[src/rtl/adder_iter_rtl.sv]
// adder_iter_rtl: multi-cycle ripple adder, p_chunk bits per cycle, behind val/rdy streams
module adder_iter_rtl #(
  parameter int p_nbits = 32,
  parameter int p_chunk = 4
) (
  input  logic               clk,
  input  logic               reset,
  input  logic               istream_val,
  output logic               istream_rdy,
  input  logic [p_nbits-1:0] in_a,
  input  logic [p_nbits-1:0] in_b,
  input  logic               in_cin,
  output logic               ostream_val,
  input  logic               ostream_rdy,
  output logic [p_nbits-1:0] out_sum,
  output logic               out_cout
);
  localparam int N = p_nbits / p_chunk;
  localparam int CW = N > 1 ? $clog2(N) : 1;
  localparam logic [CW-1:0] LAST = CW'(N - 1);
  typedef enum logic [1:0] {IDLE, CALC, DONE} state_t;
  state_t state_q, state_d;
  logic [CW-1:0] cnt_q, cnt_d;
  logic [p_nbits-1:0] a_q, a_d, b_q, b_d, sum_q, sum_d, sum_sh;
  logic carry_q, carry_d, c;
  logic [p_chunk-1:0] s;
  assign {c, s} = {1'b0, a_q[p_chunk-1:0]} + {1'b0, b_q[p_chunk-1:0]} + {{p_chunk{1'b0}}, carry_q};
  // New chunk enters at the top so the first chunk lands at bit 0 after N shifts
  generate
    if (p_chunk == p_nbits) begin : g_one
      assign sum_sh = s;
    end else begin : g_multi
      assign sum_sh = {s, sum_q[p_nbits-1:p_chunk]};
    end
  endgenerate
  assign istream_rdy = state_q == IDLE && !reset;
  assign ostream_val = state_q == DONE && !reset;
  assign out_sum     = sum_q;
  assign out_cout    = carry_q;
  always_comb begin
    state_d = state_q;
    cnt_d   = cnt_q;
    a_d     = a_q;
    b_d     = b_q;
    sum_d   = sum_q;
    carry_d = carry_q;
    if (state_q == IDLE && istream_val && istream_rdy) begin
      state_d = CALC;
      cnt_d   = '0;
      a_d     = in_a;
      b_d     = in_b;
      carry_d = in_cin;
    end else if (state_q == CALC) begin
      state_d = cnt_q == LAST ? DONE : CALC;
      cnt_d   = cnt_q + CW'(1);
      a_d     = a_q >> p_chunk;
      b_d     = b_q >> p_chunk;
      sum_d   = sum_sh;
      carry_d = c;
    end else if (state_q == DONE && ostream_rdy) begin
      state_d = IDLE;
    end
  end
  always_ff @(posedge clk) begin
    if (reset) begin
      state_q <= IDLE;
      cnt_q   <= '0;
      a_q     <= '0;
      b_q     <= '0;
      sum_q   <= '0;
      carry_q <= 1'b0;
    end else begin
      state_q <= state_d;
      cnt_q   <= cnt_d;
      a_q     <= a_d;
      b_q     <= b_d;
      sum_q   <= sum_d;
      carry_q <= carry_d;
    end
  end
endmodule

[config.mk]
export PLATFORM = sky130hd
export DESIGN_NAME = adder_iter_rtl
export DESIGN_NICKNAME = d
export VERILOG_FILES = /design/src/rtl/adder_iter_rtl.sv
export SDC_FILE = /design/constraint.sdc
export NUM_CORES = 1
export LEC_CHECK = 0
export BUFFER_PORTS_ARGS = -buffer_cell sky130_fd_sc_hd__buf_2
export CORE_MARGIN = 3
export CORE_UTILIZATION = 30
export CTS_CLUSTER_DIAMETER = 150
export DETAILED_ROUTE_END_ITERATION = 10
export PLACE_DENSITY = 0.59
export SLEW_MARGIN = 20
export SYNTH_ARGS = -nofsm -noshare
export SYNTH_HDL_FRONTEND = slang
export SYNTH_SLANG_ARGS = --single-unit
[constraint.sdc]
create_clock -name clk -period 3.39 [get_ports clk]
set_input_delay 0.678 -clock clk [delete_from_list [all_inputs] [get_ports clk]]
set_output_delay 0.678 -clock clk [all_outputs]
set_load 0.02 [all_outputs]
==> impl_metrics.json <==
{
  "cts_max_level": 3,
  "core-area_sq_um": 12800,
  "place_ws_ns": 1.10,
  "avgSynthCellArea_sq_um": 8.41,
  "grt_first_pass_wirelength_microns": 16000,
  "drc": 0,
  "clkPwrFrac_pct": 42.2,
  "yosysUniqueCellTypes": 28,
  "setup.worst_path.class": "register to output port",
  "postCtsResizedCells": 0,
  "hold_viol": 0,
  "fin_ws_ns": 1.25,
  "worst_ep_required_time_ns": 2.71,
  "ctsHoldBuffers": 0,
  "die_x_microns": 121,
  "die_area_sq_um": 14700,
  "min-delay-path-class": "register to register",
  "min_path_cells": 2,
  "p_comb_share_pct": 8.9,
  "die_h_microns": 121,
  "r2r_end": "a_q[5]$_SDFFE_PP0P_",
  "dpl_cell_area_sq_um": 4590,
  "clk_latency_ns": 0.34,
  "final_nets": 629,
  "gp_congestion": 0.726,
  "grt_pass1_vias": 3347,
  "syn-num-nets": 551,
  "place_hpwl_microns": 6570,
  "netlist.area_leader.share_pct": 51.1,
  "routed_wl_microns": 9840,
  "holdPathEnd": "out_sum[2]$_SDFFE_PP0P_",
  "post_synth_inst_count": 475,
  "multi_input_area_sq_um": 1750,
  "start_util_pct": 31.1,
  "critPathTopFamily": "flip-flops",
  "critPathMaxStageDelay_ns": 0.52,
  "syn-cell-area_sq_um": 3990,
  "io_pins": 104,
  "synthTopCellsByCount": "nand2_1, dfxtp_1, a21oi_1",
  "worst-r2r-setup-slack_ns": 1.28,
  "worstPathBufferInverterCount": 2,
  "cts_buffers": 9,
  "async_flop_share_pct": 0,
  "crit_arrival_ns": 1.46,
  "post-cts-setup-buffers": 0,
  "max_cap_violations": 0,
  "fillerInstances": 1369,
  "r2r_cells": 4,
  "cts_tree": "yes",
  "status": "finished, final reports clean",
  "clock_path_buffers": 2,
  "r2r_start": "state_q[0]$_SDFFE_PP0P_",
  "clk_pin_slew_ns": 0.06,
  "pwr-share-seq_pct": 48.8,
  "crit_fanout": 7,
  "p_switching_uw": 606,
  "grt-ovfl-total": 0,
  "skew_ns": 0.00501,
  "cp_slowest_cell": "dfxtp_1",
  "worstPathCellList": "inv_1 -> nor3_1 -> buf_2",
  "port_buffers": 103,
  "rsz0062_at_grt": "no",
  "ys_ff_latch": 102,
  "power.leakage_uw": 0.00187,
  "vdd_drop_max_mv": 0.228,
  "hold_path_startpoint": "out_sum[2]$_SDFFE_PP0P_",
  "synth-seq-area-share_pct": 51.1,
  "n_antenna_cell": 0,
  "first_iter_violations": 222,
  "p_sw_share_pct": 23.3,
  "num_vias": 3535,
  "p_int_uw": 1990,
  "slew_headroom_pct": 34.8,
  "tightest_slew_ns": 0.979,
  "crit_path_end_kind": "output port",
  "slew_violations": 0,
  "wl_per_cell_microns": 13.5,
  "avgViaCountPerCell": 4.84,
  "finalCritPeriodShare_pct": 63.2,
  "final_area_sq_um": 4910,
  "tns_ns": 0,
  "ant_nets": 0,
  "synth_top_cell_by_area": "dfxtp_1",
  "track_usage_pct": 13.6,
  "fmax_ghz": 0.467,
  "yosysMostFrequentCell": "nand2_1",
  "min_period_ns": 2.14,
  "setup_viol": 0,
  "drive_above_1_share_pct": 22.8,
  "cts_num_sinks": 102,
  "drt_first_pass_iters": 4,
  "grt_max_degree": 95,
  "synth_edf_count": 0,
  "synth_top_flop_cell": "dfxtp_1",
  "powerDensity_nw_per_um2": 529,
  "yosysWarnings": 0,
  "syn2layout_area_growth_pct": 23.0,
  "rows": 41,
  "grt_antenna_before_repair": 0,
  "synth_area_leaders": "dfxtp_1, nand2_1, a21oi_1",
  "seq_area_sq_um": 2040,
  "cts_root_buf": "clkbuf_16",
  "critPathLaunchType": "register"
}
==> stage by stage <==
step / cells / hold slack, ns / power [uW] / util, %
detailed placement: 714 / 0.443 / 1530 / 35.8
CTS: 730 / 0.453 / 2640 / 38.3
floorplan: 475 / 0.436 / 1450 / -
finish: 730 / 0.451 / 2600 / 38.3
global route: 730 / 0.479 / 2720 / 38.3
global placement: 714 / 0.442 / 1530 / 35.8
==> cell families after synthesis <==
| kind of cell | after synthesis | share of synthesized area (%) |
|---|---|---|
| adders and majority gates | 7 | 2.57 |
| AOI/OAI and AO/OA | 157 | 23.7 |
| xor gates and xnor gates | 1 | 0.219 |
| buffers and inverters | 48 | 5.55 |
| muxes | 2 | 0.501 |
| and+or+nand+nor | 158 | 16.3 |
| DFF | 102 | 51.1 |
==> worst max-delay path by stage <==
stage                       startpoint                    end  slack, ns  cells after the start
5_1_grt        state_q[0]$_SDFFE_PP0P_    a_q[4]$_SDFFE_PP0P_       1.14                      4
4_1_cts        state_q[1]$_SDFFE_PP0P_            ostream_val       1.21                      3
2_1_floorplan                    reset            istream_rdy       1.23                      3
6_report       state_q[1]$_SDFFE_PP0P_            ostream_val       1.25                      3
3_3_place_gp                     reset  out_cout$_SDFFE_PP0P_       1.10                      6
3_5_place_dp                     reset  out_cout$_SDFFE_PP0P_       1.10                      6
==> registers in the layout, indices dropped and copies added, names as in the netlist <==
name      flops
cnt_q         3
out_cout      1
b_q          32
a_q          32
out_sum      32
state_q       2
==> metal layers <==
layer	vias up	track usage [%]	part of all wire, %
met3	4	4.06	6.7
met5	-	0	0
met4	0	5.04	0.79
li1	1796	-	-
met2	113	21.2	48
met1	1622	17.6	44
==> worst register-to-register path: cells and delay by family, from the launching register on <==
kind	cells	cell delay, ns
flip-flops	1	0.50
AND/OR/NAND/NOR	2	0.40
AO/OA/AOI/OAI	1	0.34
buffers and inverters	1	0.77
==> layout make-up <==
type                            instances  area share (%)
Tap cell                              172            4.38
Inverter                                7           0.535
Clock buffer                           10            4.86
Timing Repair Buffer                  108            11.3
Multi-Input combinational cell        325            35.6
Clock inverter                          6            1.71
Sequential cell                       102            41.6
==> cell usage in the layout (no fill, tap or decap), drive strengths merged <==
cell and instances:
dfxtp 102, clkbuf 10, o21ai 3, nor4b 1, bufinv 2, nor3 5
nand2 125, nor2b 3, o21a 1, mux2i 2, fa 2, nand2b 2
a221oi 1, nor2 9, a21oi 92, a22oi 53, a211oi 3, buf 108
nand3 10, a311oi 4, xnor2 1, inv 8, ha 5, nand3b 1
or4 1, nand4b 1, clkinv 3
==> power by group through the flow <==
stage | logic, uW | registers [uW] | clock network (uW)
floorplan | 153 | 1300 | 0
global placement | 232 | 1300 | 0
detailed placement | 237 | 1300 | 0
CTS | 237 | 1270 | 1130
global route | 261 | 1280 | 1180
finish | 233 | 1270 | 1100
Note: power is estimated with default switching activity, not from simulation.
